File: config.mk
export PLATFORM = sky130hd
export DESIGN_NAME = seq_tx1001_flat
export DESIGN_NICKNAME = d
export VERILOG_FILES = /design/src/rtl/seq_tx1001_if.sv /design/src/rtl/seq_tx1001.sv /design/src/flat_wrapper.sv
export SDC_FILE = /design/constraint.sdc
export NUM_CORES = 1
export LEC_CHECK = 0
export ABC_AREA = 0
export CAP_MARGIN = 10
export CORE_MARGIN = 2
export CORE_UTILIZATION = 40
export DETAILED_ROUTE_END_ITERATION = 10
export HOLD_SLACK_MARGIN = 0.02
export MAX_ROUTING_LAYER = met4
export PLACE_DENSITY_LB_ADDON = 0.2
export SLEW_MARGIN = 30
export SYNTH_ARGS = -nofsm -noshare
export SYNTH_HDL_FRONTEND = slang
export SYNTH_SLANG_ARGS = --single-unit
File: constraint.sdc
create_clock -name clk -period 2.9 [get_ports clk]
set_clock_uncertainty 0.15 [all_clocks]
set_input_delay 0.29 -clock clk [delete_from_list [all_inputs] [get_ports clk]]
set_output_delay 0.29 -clock clk [all_outputs]
set_load 0.01 [all_outputs]
File: src/rtl/seq_tx1001_if.sv
// Parallel-in / serial-out handshake bundle between a frame requester and the
// 1001-sync frame transmitter.
interface seq_tx1001_if #(
    parameter int DATA_W = 8
);
    logic              start;
    logic [DATA_W-1:0] data;
    logic              x;
    logic              busy;
    logic              done;

    modport master (
        output start,
        output data,
        input  x,
        input  busy,
        input  done
    );

    modport slave (
        input  start,
        input  data,
        output x,
        output busy,
        output done
    );
endinterface

File: src/rtl/seq_tx1001.sv
// Serial frame transmitter: sync 1,0,0,1, payload MSB first, optional even parity.
// All outputs are registered; x_q always holds the bit for the cycle after the edge.
module seq_tx1001 #(
    parameter int DATA_W    = 8,
    parameter bit PARITY_EN = 1'b1
) (
    input  logic         clk,
    input  logic         reset,
    seq_tx1001_if.slave  bus
);
    localparam int CNT_W = $clog2((DATA_W > 4) ? DATA_W : 4);
    localparam logic [CNT_W-1:0] SYNC_LAST = CNT_W'(3);
    localparam logic [CNT_W-1:0] DATA_LAST = CNT_W'(DATA_W - 1);

    typedef enum logic [1:0] {
        IDLE = 2'd0,
        SYNC = 2'd1,
        DATA = 2'd2,
        PAR  = 2'd3
    } state_t;

    state_t            state_q;
    logic [CNT_W-1:0]  cnt_q;
    logic [DATA_W-1:0] shreg_q;
    logic              par_q;
    logic              x_q;
    logic              busy_q;
    logic              done_q;

    // Each branch loads the state/index that holds during the next cycle and
    // the bit that goes with it, so x_q never depends on inputs combinationally.
    always_ff @(posedge clk or negedge reset) begin
        if (!reset) begin
            state_q <= IDLE;
            cnt_q   <= '0;
            shreg_q <= '0;
            par_q   <= 1'b0;
            x_q     <= 1'b0;
            busy_q  <= 1'b0;
            done_q  <= 1'b0;
        end else begin
            done_q <= 1'b0;
            case (state_q)
                IDLE: begin
                    x_q    <= 1'b0;
                    busy_q <= 1'b0;
                    if (bus.start) begin
                        state_q <= SYNC;
                        cnt_q   <= '0;
                        shreg_q <= bus.data;
                        par_q   <= ^bus.data;
                        x_q     <= 1'b1;
                        busy_q  <= 1'b1;
                    end
                end
                SYNC: begin
                    if (cnt_q == SYNC_LAST) begin
                        state_q <= DATA;
                        cnt_q   <= '0;
                        x_q     <= shreg_q[DATA_W-1];
                        shreg_q <= shreg_q << 1;
                    end else begin
                        cnt_q <= cnt_q + CNT_W'(1);
                        // Sync pattern 1,0,0,1: only index 3 is high after index 0.
                        x_q   <= (cnt_q == CNT_W'(2));
                    end
                end
                DATA: begin
                    if (cnt_q == DATA_LAST) begin
                        if (PARITY_EN) begin
                            state_q <= PAR;
                            x_q     <= par_q;
                        end else begin
                            state_q <= IDLE;
                            cnt_q   <= '0;
                            x_q     <= 1'b0;
                            busy_q  <= 1'b0;
                            done_q  <= 1'b1;
                        end
                    end else begin
                        cnt_q   <= cnt_q + CNT_W'(1);
                        x_q     <= shreg_q[DATA_W-1];
                        shreg_q <= shreg_q << 1;
                    end
                end
                PAR: begin
                    state_q <= IDLE;
                    cnt_q   <= '0;
                    x_q     <= 1'b0;
                    busy_q  <= 1'b0;
                    done_q  <= 1'b1;
                end
                default: begin
                    state_q <= IDLE;
                    cnt_q   <= '0;
                    x_q     <= 1'b0;
                    busy_q  <= 1'b0;
                end
            endcase
        end
    end

    assign bus.x    = x_q;
    assign bus.busy = busy_q;
    assign bus.done = done_q;
endmodule

File: src/flat_wrapper.sv
// flat-port wrapper written by rule: the top's interface ports become plain ports
module seq_tx1001_flat 
#(
    parameter int DATA_W    = 8,
    parameter bit PARITY_EN = 1'b1
)
  (clk, reset, bus_start, bus_data, bus_x, bus_busy, bus_done);
  seq_tx1001_if #(.DATA_W(DATA_W)) bus_i ();
  input  logic clk;
  input  logic reset;
  input wire logic [$bits(bus_i.start)-1:0] bus_start;
  input wire logic [$bits(bus_i.data)-1:0] bus_data;
  output wire logic [$bits(bus_i.x)-1:0] bus_x;
  output wire logic [$bits(bus_i.busy)-1:0] bus_busy;
  output wire logic [$bits(bus_i.done)-1:0] bus_done;
  assign bus_i.start = bus_start;
  assign bus_i.data = bus_data;
  assign bus_x = bus_i.x;
  assign bus_busy = bus_i.busy;
  assign bus_done = bus_i.done;
  seq_tx1001 #(.DATA_W(DATA_W), .PARITY_EN(PARITY_EN)) u_core (.clk(clk), .reset(reset), .bus(bus_i));
endmodule
# After elaboration in Yosys (flattened, before gate mapping)
# Index checks and enable logic that the tools add are counted.
[totals] in_bits=11 regBits=17 output_inout_bits=3
[classes] reduce_logical=8 muxes=18 n_addsub=1 eq_ne=10
[ops] op="two-way mux 8 bit" n=3
[ops] op="one-hot mux 8 bit (3 select lines)" n=1
[ops] op="one-hot mux 3 bit (4 select lines)" n=1
[ops] op="two-way mux 3 bit" n=3
[ops] op="one-hot mux 2 bit (4 select lines)" n=1
[ops] op="parity 8 bit" n=1
[ops] op="equality test 3 x 2 -> 1 bit, second input constant" n=2
[ops] op="two-way mux 2 bit" n=3
[ops] op="equality test 2 bit, second input constant" n=2
[ops] op="two-way mux 1 bit" n=4
[ops] op="inequality test 2 x 1 -> 1 bit, second input constant" n=2
[ops] op="inequality test 2 bit, second input constant" n=2
[ops] op="one-hot mux 1 bit (4 select lines)" n=1
[ops] op="AND reduction 2 bit" n=2
[ops] op="AND reduction 4 bit" n=1
[ops] op="adder 3 x 1 -> 3 bit, second input constant" n=1
[ops] op="equality test 3 bit, second input constant" n=1
[ops] op="AND reduction 3 bit" n=1
[ops] op="nonzero test 3 bit" n=1
[ops] op="equality test 2 x 1 -> 1 bit, second input constant" n=1
[ops] op="logical NOT 2 bit" n=1
[ops] op="one-hot mux 1 bit (2 select lines)" n=1
[ops] op="nonzero test 2 bit" n=1

# Longest topological paths before layout
# Gate-level depths: netlist of run 1.
[depth] depth_word=3 ltp_mapped=7 depth_no_buf=7

# Worst setup path after synthesis of run 1
# No wires, ideal clock.
[synth_timing] path_type="register to register" startpoint="register u_core.state_q[0]" endpoint="register u_core.shreg_q[1]" synth_period_minus_slack_ns=1.809 path_slack_ns=1.091 arrival_time_ns=1.586 setup_time_ns=0.073 stages_incl_launch_ff=8 path_cell_list="dfrtp_1 inv_1 ha_1 nor2b_1 a2111oi_4 buf_6 nor2_1 a21oi_2"
[synth_via] elab_chain_cells=3
[synth_lines] item="start: declaration" line="seq_tx1001.sv:22" rtl="state_t state_q;"
[synth_lines] item="start signal: assignment" line="seq_tx1001.sv:34" rtl="state_q <= IDLE;"
[synth_lines] item="start signal: assignment" line="seq_tx1001.sv:48" rtl="state_q <= SYNC;"
[synth_lines] item="start signal: assignment" line="seq_tx1001.sv:58" rtl="state_q <= DATA;"
[synth_lines] item="equality test 2 bit (tied with other cells)" line="seq_tx1001.sv:43" rtl="case (state_q)"
[synth_lines] item="inequality test 2 bit (no source line) (tied with other cells)"
[synth_lines] item="AND reduction 4 bit (no source line)"
[synth_lines] item="end signal: assignment" line="seq_tx1001.sv:50" rtl="shreg_q <= bus.data;"
[synth_lines] item="end signal: assignment" line="seq_tx1001.sv:61" rtl="shreg_q <= shreg_q << 1;"
[synth_lines] item="end signal: assignment" line="seq_tx1001.sv:83" rtl="shreg_q <= shreg_q << 1;"
[synth_lines] item="end: declaration" line="seq_tx1001.sv:24" rtl="logic [DATA_W-1:0] shreg_q;"
# Parallel ways exist; a longest one is shown, timed or not.
# A chain may end at the register's enable or synchronous reset.

# Worst setup path in the final report of run 1
[layout_timing] startpoint="register u_core.state_q[0]" endpoint="register u_core.shreg_q[0]"
# The elaborated chain is that of the path after synthesis.

==> results of run 1 <==
==> registers in the layout, indices dropped and copies added (netlist names) <==
register	cells
u_core.bus.busy	1
u_core.shreg_q	8
u_core.bus.x	1
u_core.cnt_q	3
u_core.bus.done	1
u_core.par_q	1
u_core.state_q	2
==> routing by layer <==
metal | global-route usage | up-vias
met5 | - | -
met4 | 0.0750 | 0
met3 | 0.0328 | 4
met2 | 0.253 | 25
met1 | 0.178 | 336
li1 | - | 373
==> synth_stat cells <==
cell	number	area (um^2)
sky130_fd_sc_hd__nand3b_1	1	7.51
sky130_fd_sc_hd__buf_6	1	11.3
sky130_fd_sc_hd__a31oi_1	1	6.26
sky130_fd_sc_hd__inv_1	6	22.5
sky130_fd_sc_hd__ha_1	9	113
sky130_fd_sc_hd__nor2_1	10	37.5
sky130_fd_sc_hd__a21oi_1	8	40.0
sky130_fd_sc_hd__mux2i_1	8	80.1
sky130_fd_sc_hd__o31ai_1	1	7.51
sky130_fd_sc_hd__xnor2_1	7	61.3
sky130_fd_sc_hd__mux2_2	2	22.5
sky130_fd_sc_hd__a2111oi_4	1	27.5
sky130_fd_sc_hd__nand2_1	9	33.8
sky130_fd_sc_hd__dfrtp_1	17	425
sky130_fd_sc_hd__nand3_1	2	10.0
sky130_fd_sc_hd__nor2b_1	1	6.26
sky130_fd_sc_hd__a21oi_2	2	17.5
sky130_fd_sc_hd__buf_1	1	3.75
sky130_fd_sc_hd__a32oi_1	1	8.76
sky130_fd_sc_hd__nand2b_4	1	13.8
sky130_fd_sc_hd__nand2b_1	3	18.8
sky130_fd_sc_hd__and3_2	1	7.51
sky130_fd_sc_hd__o21ai_0	7	35.0
==> worst max path at each step <==
stage | start | endpoint | slack, ns | depth (start not counted)
floorplan | u_core.state_q[0] | u_core.shreg_q[1] | 1.09 | 7
global placement | bus_start | u_core.shreg_q[0] | 0.76 | 6
detailed placement | bus_start | u_core.shreg_q[0] | 0.74 | 6
CTS | u_core.state_q[0] | u_core.shreg_q[0] | 0.78 | 7
global route | u_core.state_q[0] | u_core.shreg_q[0] | 0.61 | 7
finish | u_core.state_q[0] | u_core.shreg_q[0] | 0.81 | 7
==> cell families after synthesis <==
logic type      synth area share
simple gates               0.133
compound gates             0.140
flops                      0.418
mux                        0.101
fa+ha+maj                  0.111
buf+inv                   0.0369
xor+xnor                  0.0603
==> cell type report <==
type                       count  area, um^2  area share
tap                           30        37.5      0.0311
clock inverter                 1        7.51     0.00622
timing repair buffer          14         138       0.114
multi-input combinational     75         554       0.459
inverter                       6        22.5      0.0187
clock buffer                   3        22.5      0.0187
sequential                    17         425       0.352
==> critical path: cells and delay by family (launching register included) <==
| kind | cells | cell delay, ns |
|---|---|---|
| AOI/OAI and AO/OA | 2 | 0.63 |
| adders and majority gates | 1 | 0.24 |
| buffers and inverters | 2 | 0.35 |
| DFF | 1 | 0.40 |
| and+or+nand+nor | 2 | 0.25 |
==> metrics by stage <==
| stage | area (um^2) | cells | utilization | setup slack (ns) |
|---|---|---|---|---|
| 6_report | 1210 | 146 | 0.496 | 0.808 |
| 5_1_grt | 1210 | 146 | 0.496 | 0.611 |
| 4_1_cts | 1210 | 146 | 0.496 | 0.783 |
| 3_5_place_dp | 1180 | 142 | 0.484 | 0.736 |
| 3_3_place_gp | 1180 | 142 | 0.484 | 0.763 |
| 2_1_floorplan | 1020 | 100 | - | 1.09 |
==> report_power, final <==
| part | switching, uW | internal (uW) |
|---|---|---|
| sequential | 59.4 | 348 |
| combinational | 360 | 332 |
| clock | 80.9 | 52.5 |
| total | 500 | 733 |
==> results.txt, run 1 <==
----------------------------------------------------
[Clock tree]
  Clock latency reported for the late side of the worst-skew pair ... 0.30 ns
  Buffers inserted by post-CTS timing repair ... 0
  Clk slew on worst S/H paths ... 0.12 ns
  Number of clock sinks seen by CTS ... 17
  Cts repair resizes ... 0
  Total number of H-tree levels ... 1
  Max Root-Sink Buffers ... 2
  TritonCTS clock tree ... yes
  Cts hold-fix bufs ... 0
  Clock tree root driver cell ... sky130_fd_sc_hd__clkbuf_4
  Total CTS buffers ... 3

[Global routing]
  Total GRT Usage ... 0.154
  Maximum number of pins on one net before global-route repair ... 18
  Initial antenna violation count ... 0
  Leftover overflow at the end of global routing ... 0
  Number of global-route vias before repair ... 713
  First-pass GRT wire length ... 3040 um

[Route]
  Vias after detailed routing ... 738
  Met2 routed wirelength ... 873 um
  DRC violation count after routing ... 0
  Pre-antenna DRT Iters ... 4
  Amount of wire on met3 after detailed routing ... 91 um
  Detailed-route wire length per cell ... 12.3 um
  Antenna-violating nets left ... 0
  Detailed-route vias per instance ... 5.05
  Initial DRC Count ... 9
  Highest signal layer in the routed design ... met4
  Met1 wire length ... 797 um
  Final wirelength ... 1790 um

[Floorplan]
  Standard-cell row count ... 18
  Die extent in y ... 54.4 um
  Horizontal die dimension ... 54.4 um
  Area of the core ... 2430 um^2
  Die Footprint ... 2960 um^2
  Initial Util ... 0.418
  Count of pins on the block boundary ... 14

[Layout]
  Antenna fix cells ... 0
  Layout-stage area growth over the synthesis result ... 18.7%
  Share of layout cells above drive strength 1 ... 0.103
  NumNets Final ... 137
  Filler Cells Inserted ... 243
  Most common cell after layout, fill and taps aside ... sky130_fd_sc_hd__dfrtp_1
  Commonest non-fill, non-tap cells in the layout ... 17 x sky130_fd_sc_hd__dfrtp_1, 13 x sky130_fd_sc_hd__clkdlybuf4s50_1, 10 x sky130_fd_sc_hd__nor2_1

[Status]
  Result of the run ... completed

[Setup path]
  Worst EP arrival ... 2.18 ns
  FF-to-FF Start ... u_core.state_q[0]
  Crit Path Max Fanout ... 9
  Startpoint Class ... flip-flop
  Critical Path End Type ... flip-flop
  Type of the setup path with the least slack ... flip-flop to flip-flop
  Critical path, cell by cell ... inv_1, ha_1, nor2b_1, a2111oi_4, buf_4, nand3b_1, o21ai_0
  Cell with the biggest individual delay on the critical path ... sky130_fd_sc_hd__a2111oi_4
  Worst path required time ... 2.99 ns
  Reg2Reg Capture Point ... u_core.shreg_q[0]
  Delay of the slowest cell on the worst path ... 0.56 ns
  Setup slack, reg-to-reg ... 0.81 ns
  Register-to-Register Path Depth ... 7

[Flow run]
  Max capacitance violation total ... 0

[Hold path]
  Path type of the worst min-delay path ... input port to asynchronous set/reset pin

[Logic synthesis]
  Synthesized flop and latch total ... 17
  Post-synthesis sequential area ratio ... 0.418
  Cell count after synthesis ... 100
  Mean instance size in the synthesized netlist ... 10.2 um^2
  Number of warning messages in the yosys log ... 0
  Count of different cell masters after synthesis ... 23
  Synthesized cell area ... 1020 um^2
  Net count after synthesis ... 120

[Timing]
  Crit share post-route ... 0.721
  Max frequency ... 478 MHz
  Slew margin rel. ... 0.477
  Worst hold margin ... 0.278 ns
  Setup violations, final ... 0
  Setup repair after global routing missed its margin ... false
  Setup TNS after final layout ... 0 ns
  Number of hold violations in the final report ... 0
  Clock period minus final worst setup slack ... 2.09 ns
  Actual transition at the worst max-transition pin ... 0.782 ns
  Max-slew violation count ... 0

[Placed design]
  Hpwl dp ... 1370 um
  Routability congestion estimate from global placement ... 0.697
  Port Buf Inserts ... 13

[Power]
  Pwr/cell area ... 1020 nW/um^2
  Total chip power ... 1230 uW
  Leakage ... 0.000527 uW
  Maximum resistive drop on vdd ... 606 uV

----------------------------------------------------
Power figures use the tool's default switching activity.
==> run 2, diff against run 1 <==
- clock period: 2.9 -> 2.1 ns (I/O delays scaled with it)
==> results.txt, run 2 (synthesis gave the netlist of run 1 again) <==
----------------------------------------------------
[Status]
  Result of the run ... completed

[Setup path]
  Crit Path Max Fanout ... 16 (+7)
  Worst EP arrival ... 1.94 ns (-0.24 ns)
  Type of the setup path with the least slack ... flip-flop to flip-flop
  Worst path required time ... 2.16 ns (-0.83 ns)
  Critical Path End Type ... flip-flop
  Startpoint Class ... flip-flop

[Placed design]
  Hpwl dp ... 1370 um (+0.33%)
  Routability congestion estimate from global placement ... 0.733 (+5.2%)
  Port Buf Inserts ... 13 (unchanged)

[Floorplan]
  Horizontal die dimension ... 54.4 um (unchanged)
  Standard-cell row count ... 18 (unchanged)
  Area of the core ... 2430 um^2 (unchanged)
  Count of pins on the block boundary ... 14 (unchanged)
  Die extent in y ... 54.4 um (unchanged)
  Die Footprint ... 2960 um^2 (unchanged)
  Initial Util ... 0.418 (unchanged)

[Route]
  Final wirelength ... 1820 um (+1.3%)
  DRC violation count after routing ... 0 (unchanged)
  Initial DRC Count ... 11 (+2)
  Detailed-route vias per instance ... 4.98 (-1.5%)
  Antenna-violating nets left ... 0 (unchanged)
  Detailed-route wire length per cell ... 12.3 um (about the same)
  Vias after detailed routing ... 737 (-0.14%)
  Pre-antenna DRT Iters ... 5 (+1)

[Layout]
  Most common cell after layout, fill and taps aside ... sky130_fd_sc_hd__dfrtp_1
  Final Util ... 0.501 (+0.00463)
  Register area ... 425 um^2 (unchanged)
  NumNets Final ... 139 (+1.5%)
  Commonest non-fill, non-tap cells in the layout ... 17 x sky130_fd_sc_hd__dfrtp_1, 13 x sky130_fd_sc_hd__clkdlybuf4s50_1, 10 x sky130_fd_sc_hd__nor2_1
  Most flops, register ... u_core.shreg_q
  Layout-stage area growth over the synthesis result ... 19.8%
  Filler Cells Inserted ... 245 (+0.82%)
  Largest register FFs ... 8 (unchanged)
  Multi-input combinational cell area ... 554 um^2 (unchanged)
  Share of layout cells above drive strength 1 ... 0.110 (+0.00672)
  Antenna fix cells ... 0 (unchanged)
  Registers with the most flip-flops ... u_core.shreg_q: 8 flops, u_core.cnt_q: 3 flops, u_core.state_q: 2 flops

[Timing]
  Setup repair after global routing missed its margin ... false
  Max frequency ... 532 MHz (+11%)
  Crit share post-route ... 0.896 (+0.175)
  Setup violations, final ... 0 (unchanged)
  Clock period minus final worst setup slack ... 1.88 ns (-0.210 ns)
  Actual transition at the worst max-transition pin ... 0.526 ns (-0.256 ns)
  Setup TNS after final layout ... 0 ns (unchanged)
  Max-slew violation count ... 0 (unchanged)
  Number of hold violations in the final report ... 0 (unchanged)
  Slew margin rel. ... 0.649 (+0.172)

[Global routing]
  Number of global-route vias before repair ... 736 (+3.2%)
  First-pass GRT wire length ... 3090 um (+1.6%)
  Total GRT Usage ... 0.153 (-0.000956)
  Initial antenna violation count ... 0 (unchanged)
  Leftover overflow at the end of global routing ... 0 (unchanged)
  Maximum number of pins on one net before global-route repair ... 18 (unchanged)

[Clock tree]
  Buffers inserted by post-CTS timing repair ... 0 (unchanged)
  Cts repair resizes ... 0 (unchanged)
  Number of clock sinks seen by CTS ... 17 (unchanged)
  Total number of H-tree levels ... 1 (unchanged)
  Clock latency reported for the late side of the worst-skew pair ... 0.29 ns (about the same)
  TritonCTS clock tree ... yes
  Clock tree root driver cell ... sky130_fd_sc_hd__clkbuf_4
  Total CTS buffers ... 3 (unchanged)
  Cts hold-fix bufs ... 0 (unchanged)
  Clk slew on worst S/H paths ... 0.10 ns (-0.02 ns)
  Max Root-Sink Buffers ... 2 (unchanged)

[Flow run]
  Max capacitance violation total ... 0 (unchanged)

[Hold path]
  Path type of the worst min-delay path ... input port to asynchronous set/reset pin

[Power]
  Maximum resistive drop on vdd ... 858 uV (+42%)
  Pwr/cell area ... 1410 nW/um^2 (+38%)
  Leakage ... 0.000537 uW (+2.0%)

----------------------------------------------------
## run 2: cell count changes in the layout (fill, tap and decap cells not counted), sizes merged
cell / previous run / this run
buf: 1 / 3
clkbuf: 3 / 4
clkinvlp: 1 / 0
## run 2: layer usage
metal | vias up | routed length [um] | GRT usage
li1 | 374 | - | -
met1 | 348 | 825 | 0.179
met2 | 13 | 900 | 0.255
met3 | 2 | 68 | 0.0246
met4 | 0 | 21 | 0.0750
met5 | - | 0 | -
## run 2: critical path: stages (launching register included)
cell and delay (ns):
sky130_fd_sc_hd__dfrtp_1 0.41, sky130_fd_sc_hd__inv_1 0.10, sky130_fd_sc_hd__ha_1 0.25, sky130_fd_sc_hd__nor2b_1 0.17, sky130_fd_sc_hd__a2111oi_4 0.31, sky130_fd_sc_hd__buf_4 0.25, sky130_fd_sc_hd__nand3b_1 0.09, sky130_fd_sc_hd__o21ai_0 0.08
## run 2: per-stage QoR
stage | cells | power, uW | setup WS (ns) | hold WS (ns) | cell area [um^2]
floorplan | 100 | 1320 | 0.291 | -0.236 | 1020
global placement | 144 | 1540 | 0.221 | 0.322 | 1190
detailed placement | 144 | 1570 | 0.233 | 0.333 | 1190
CTS | 148 | 1750 | 0.205 | 0.0858 | 1220
global route | 148 | 1870 | 0.0794 | 0.123 | 1220
finish | 148 | 1710 | 0.219 | 0.0795 | 1220
## run 2: worst paths after layout
| check | slack (ns) | end | cells after the start | from |
|---|---|---|---|---|
| setup / recovery | 0.22 | u_core.shreg_q[0] | 7 | u_core.state_q[0] |
| hold / removal | 0.08 | u_core.state_q[0] | 2 | reset |
| setup reg to reg | 0.22 | u_core.shreg_q[0] | 7 | u_core.state_q[0] |
| hold reg to reg | 0.36 | u_core.bus.busy | 2 | u_core.bus.busy |
| max in group asynchronous | 1.52 | u_core.shreg_q[5] | 2 | reset |
| min in group clk | 0.36 | u_core.bus.busy | 2 | u_core.bus.busy |
## run 2: area by class of cell
cell class,instances,share of cell area
Clock buffer,4,0.0216
Inverter,6,0.0185
Multi-Input combinational cell,75,0.455
Sequential cell,17,0.349
Tap cell,30,0.0308
Timing Repair Buffer,16,0.125
## run 2: power by group
part,leakage [uW],total (uW),switching [uW],internal [uW]
clock,0.0000150,176,103,73.7
combinational,0.000318,969,492,477
sequential,0.000204,569,88.7,481
total,0.000537,1710,683,1030
==> run 3, diff against run 2 <==
- SLEW_MARGIN: 30 -> unset
- clock period: 2.1 -> 2.31 ns (I/O delays scaled with it)
==> results.txt, run 3 (synthesis gave the netlist of run 1 again) <==
----------------------------------------------------
[Floorplan]
  Die extent in y ... 54.4 um (unchanged)
  Count of pins on the block boundary ... 14 (unchanged)
  Initial Util ... 0.418 (unchanged)
  Horizontal die dimension ... 54.4 um (unchanged)
  Standard-cell row count ... 18 (unchanged)
  Area of the core ... 2430 um^2 (unchanged)
  Die Footprint ... 2960 um^2 (unchanged)

[Setup path]
  Crit Path Max Fanout ... 6 (-10)
  Type of the setup path with the least slack ... flip-flop to flip-flop
  Critical Path End Type ... flip-flop
  Startpoint Class ... flip-flop
  Worst EP arrival ... 2.00 ns (+0.06 ns)
  Worst path required time ... 2.35 ns (+0.19 ns)

[Timing]
  Setup repair after global routing missed its margin ... false
  Max frequency ... 510 MHz (-4.1%)
  PnR worst setup slack ... 0.349 ns (+0.130 ns)
  Clock period minus final worst setup slack ... 1.96 ns (+0.0800 ns)
  Slew margin rel. ... 0.640 (-0.00894)
  Actual transition at the worst max-transition pin ... 0.540 ns (+0.0134 ns)
  Crit share post-route ... 0.849 (-0.0468)
  Number of hold violations in the final report ... 0 (unchanged)
  Setup TNS after final layout ... 0 ns (unchanged)
  Max-slew violation count ... 0 (unchanged)
  Setup violations, final ... 0 (unchanged)

[Status]
  Result of the run ... completed

[Power]
  Gate power share ... 0.562 (-0.003)
  Switching Share ... 0.405 (+0.00660)
  Clock Power Share ... 0.107 (+0.004)
  Pwr/cell area ... 1280 nW/um^2 (-9.1%)
  Total chip power ... 1550 uW (-9.6%)
  Internal power ... 922 uW (-11%)
  Switching Power ... 628 uW (-8.1%)
  Leakage ... 0.000533 uW (-0.89%)
  Maximum resistive drop on vdd ... 629 uV (-27%)
  Proportion of power drawn by flip-flops and latches ... 0.331 (about the same)

[Layout]
  Registers with the most flip-flops ... u_core.shreg_q: 8 flops, u_core.cnt_q: 3 flops, u_core.state_q: 2 flops
  Cell Count, Final, Fillers Out ... 147 (-0.68%)
  Commonest non-fill, non-tap cells in the layout ... 17 x sky130_fd_sc_hd__dfrtp_1, 13 x sky130_fd_sc_hd__clkdlybuf4s50_1, 10 x sky130_fd_sc_hd__nor2_1
  Most common cell after layout, fill and taps aside ... sky130_fd_sc_hd__dfrtp_1
  Most flops, register ... u_core.shreg_q
  Register area ... 425 um^2 (unchanged)
  Share of layout cells above drive strength 1 ... 0.103 (-0.00761)
  Filler Cells Inserted ... 219 (-11%)
  NumNets Final ... 138 (-0.72%)
  Multi-input combinational cell area ... 554 um^2 (unchanged)
  Antenna fix cells ... 0 (unchanged)
  Layout-stage area growth over the synthesis result ... 19.1%
  Design area ... 1210 um^2 (-0.62%)
  Largest register FFs ... 8 (unchanged)

[Placed design]
  Port Buf Inserts ... 13 (unchanged)
  Number of placed instances, taps included ... 143 (-0.69%)
  Hpwl dp ... 1370 um (-0.42%)
  Post-placement setup slack ... 0.395 ns (+0.162 ns)
  Placement-stage cell area ... 1180 um^2 (-0.63%)
  Routability congestion estimate from global placement ... 0.746 (+1.7%)

[Route]
  Detailed-route wire length per cell ... 12.5 um (+1.8%)
  Initial DRC Count ... 5 (-6)
  Antenna-violating nets left ... 0 (unchanged)
  Final wirelength ... 1840 um (+1.1%)
  Detailed-route vias per instance ... 5.02 (+0.82%)
  DRC violation count after routing ... 0 (unchanged)
  Pre-antenna DRT Iters ... 3 (-2)
  Vias after detailed routing ... 738 (+0.14%)

[Clock tree]
  Max Root-Sink Buffers ... 2 (unchanged)
  Buffers inserted by post-CTS timing repair ... 0 (unchanged)
  Cts repair resizes ... 0 (unchanged)
  Clock latency reported for the late side of the worst-skew pair ... 0.29 ns (about the same)
  Clk slew on worst S/H paths ... 0.11 ns (about the same)
  Cts hold-fix bufs ... 0 (unchanged)
  Number of clock sinks seen by CTS ... 17 (unchanged)
  Clock tree root driver cell ... sky130_fd_sc_hd__clkbuf_4
  Total CTS buffers ... 3 (unchanged)
  TritonCTS clock tree ... yes
  Total number of H-tree levels ... 1 (unchanged)

[Global routing]
  Leftover overflow at the end of global routing ... 0 (unchanged)
  Initial antenna violation count ... 0 (unchanged)
  First-pass GRT wire length ... 3100 um (+0.23%)
  Number of global-route vias before repair ... 729 (-0.95%)
  Total GRT Usage ... 0.153 (about the same)
  Maximum number of pins on one net before global-route repair ... 18 (unchanged)

[Hold path]
  Path type of the worst min-delay path ... input port to asynchronous set/reset pin

[Flow run]
  Max capacitance violation total ... 0 (unchanged)

----------------------------------------------------
[run 3: final cells by class]
cell class / count / share of cell area
sequential: 17 / 0.351
tap: 30 / 0.0310
timing repair buffer: 15 / 0.120
clock buffer: 4 / 0.0217
inverter: 6 / 0.0186
multi-input combinational: 75 / 0.458
[run 3: per-layer routing]
metal	vias up	GRT usage	share of wire
met1	347	0.166	0.47
met3	2	0.0492	0.038
li1	376	-	-
met4	0	0.0375	0.0082
met5	-	-	0
met2	13	0.271	0.49
[run 3: worst max-delay path, stage by stage (launching register included)]
cell and delay (ns):
sky130_fd_sc_hd__dfrtp_1 0.43, sky130_fd_sc_hd__inv_1 0.12, sky130_fd_sc_hd__ha_1 0.31, sky130_fd_sc_hd__a21oi_1 0.11
sky130_fd_sc_hd__o21ai_0 0.36, sky130_fd_sc_hd__mux2_2 0.38
[run 3: worst paths after layout]
check	startpoint	to	slack (ns)	depth (start not counted)
max	u_core.state_q[1]	u_core.state_q[1]	0.35	5
min	reset	u_core.bus.x	0.10	2
max reg2reg	u_core.state_q[1]	u_core.state_q[1]	0.35	5
min reg2reg	u_core.bus.busy	u_core.bus.busy	0.36	2
max in group asynchronous	reset	u_core.shreg_q[4]	1.71	2
min in group clk	u_core.bus.busy	u_core.bus.busy	0.36	2
[run 3: power by group through the flow]
stage	Clock, uW	Sequential, uW	Combinational, uW
floorplan	0	514	683
global placement	0	516	867
detailed placement	0	521	879
CTS	173	513	884
global route	186	527	973
finish	166	512	871
[run 3: metrics by stage]
step                hold WS (ns)   util
floorplan                 -0.215      -
global placement           0.319  0.487
detailed placement         0.340  0.487
CTS                        0.113  0.498
global route               0.133  0.498
finish                     0.102  0.498
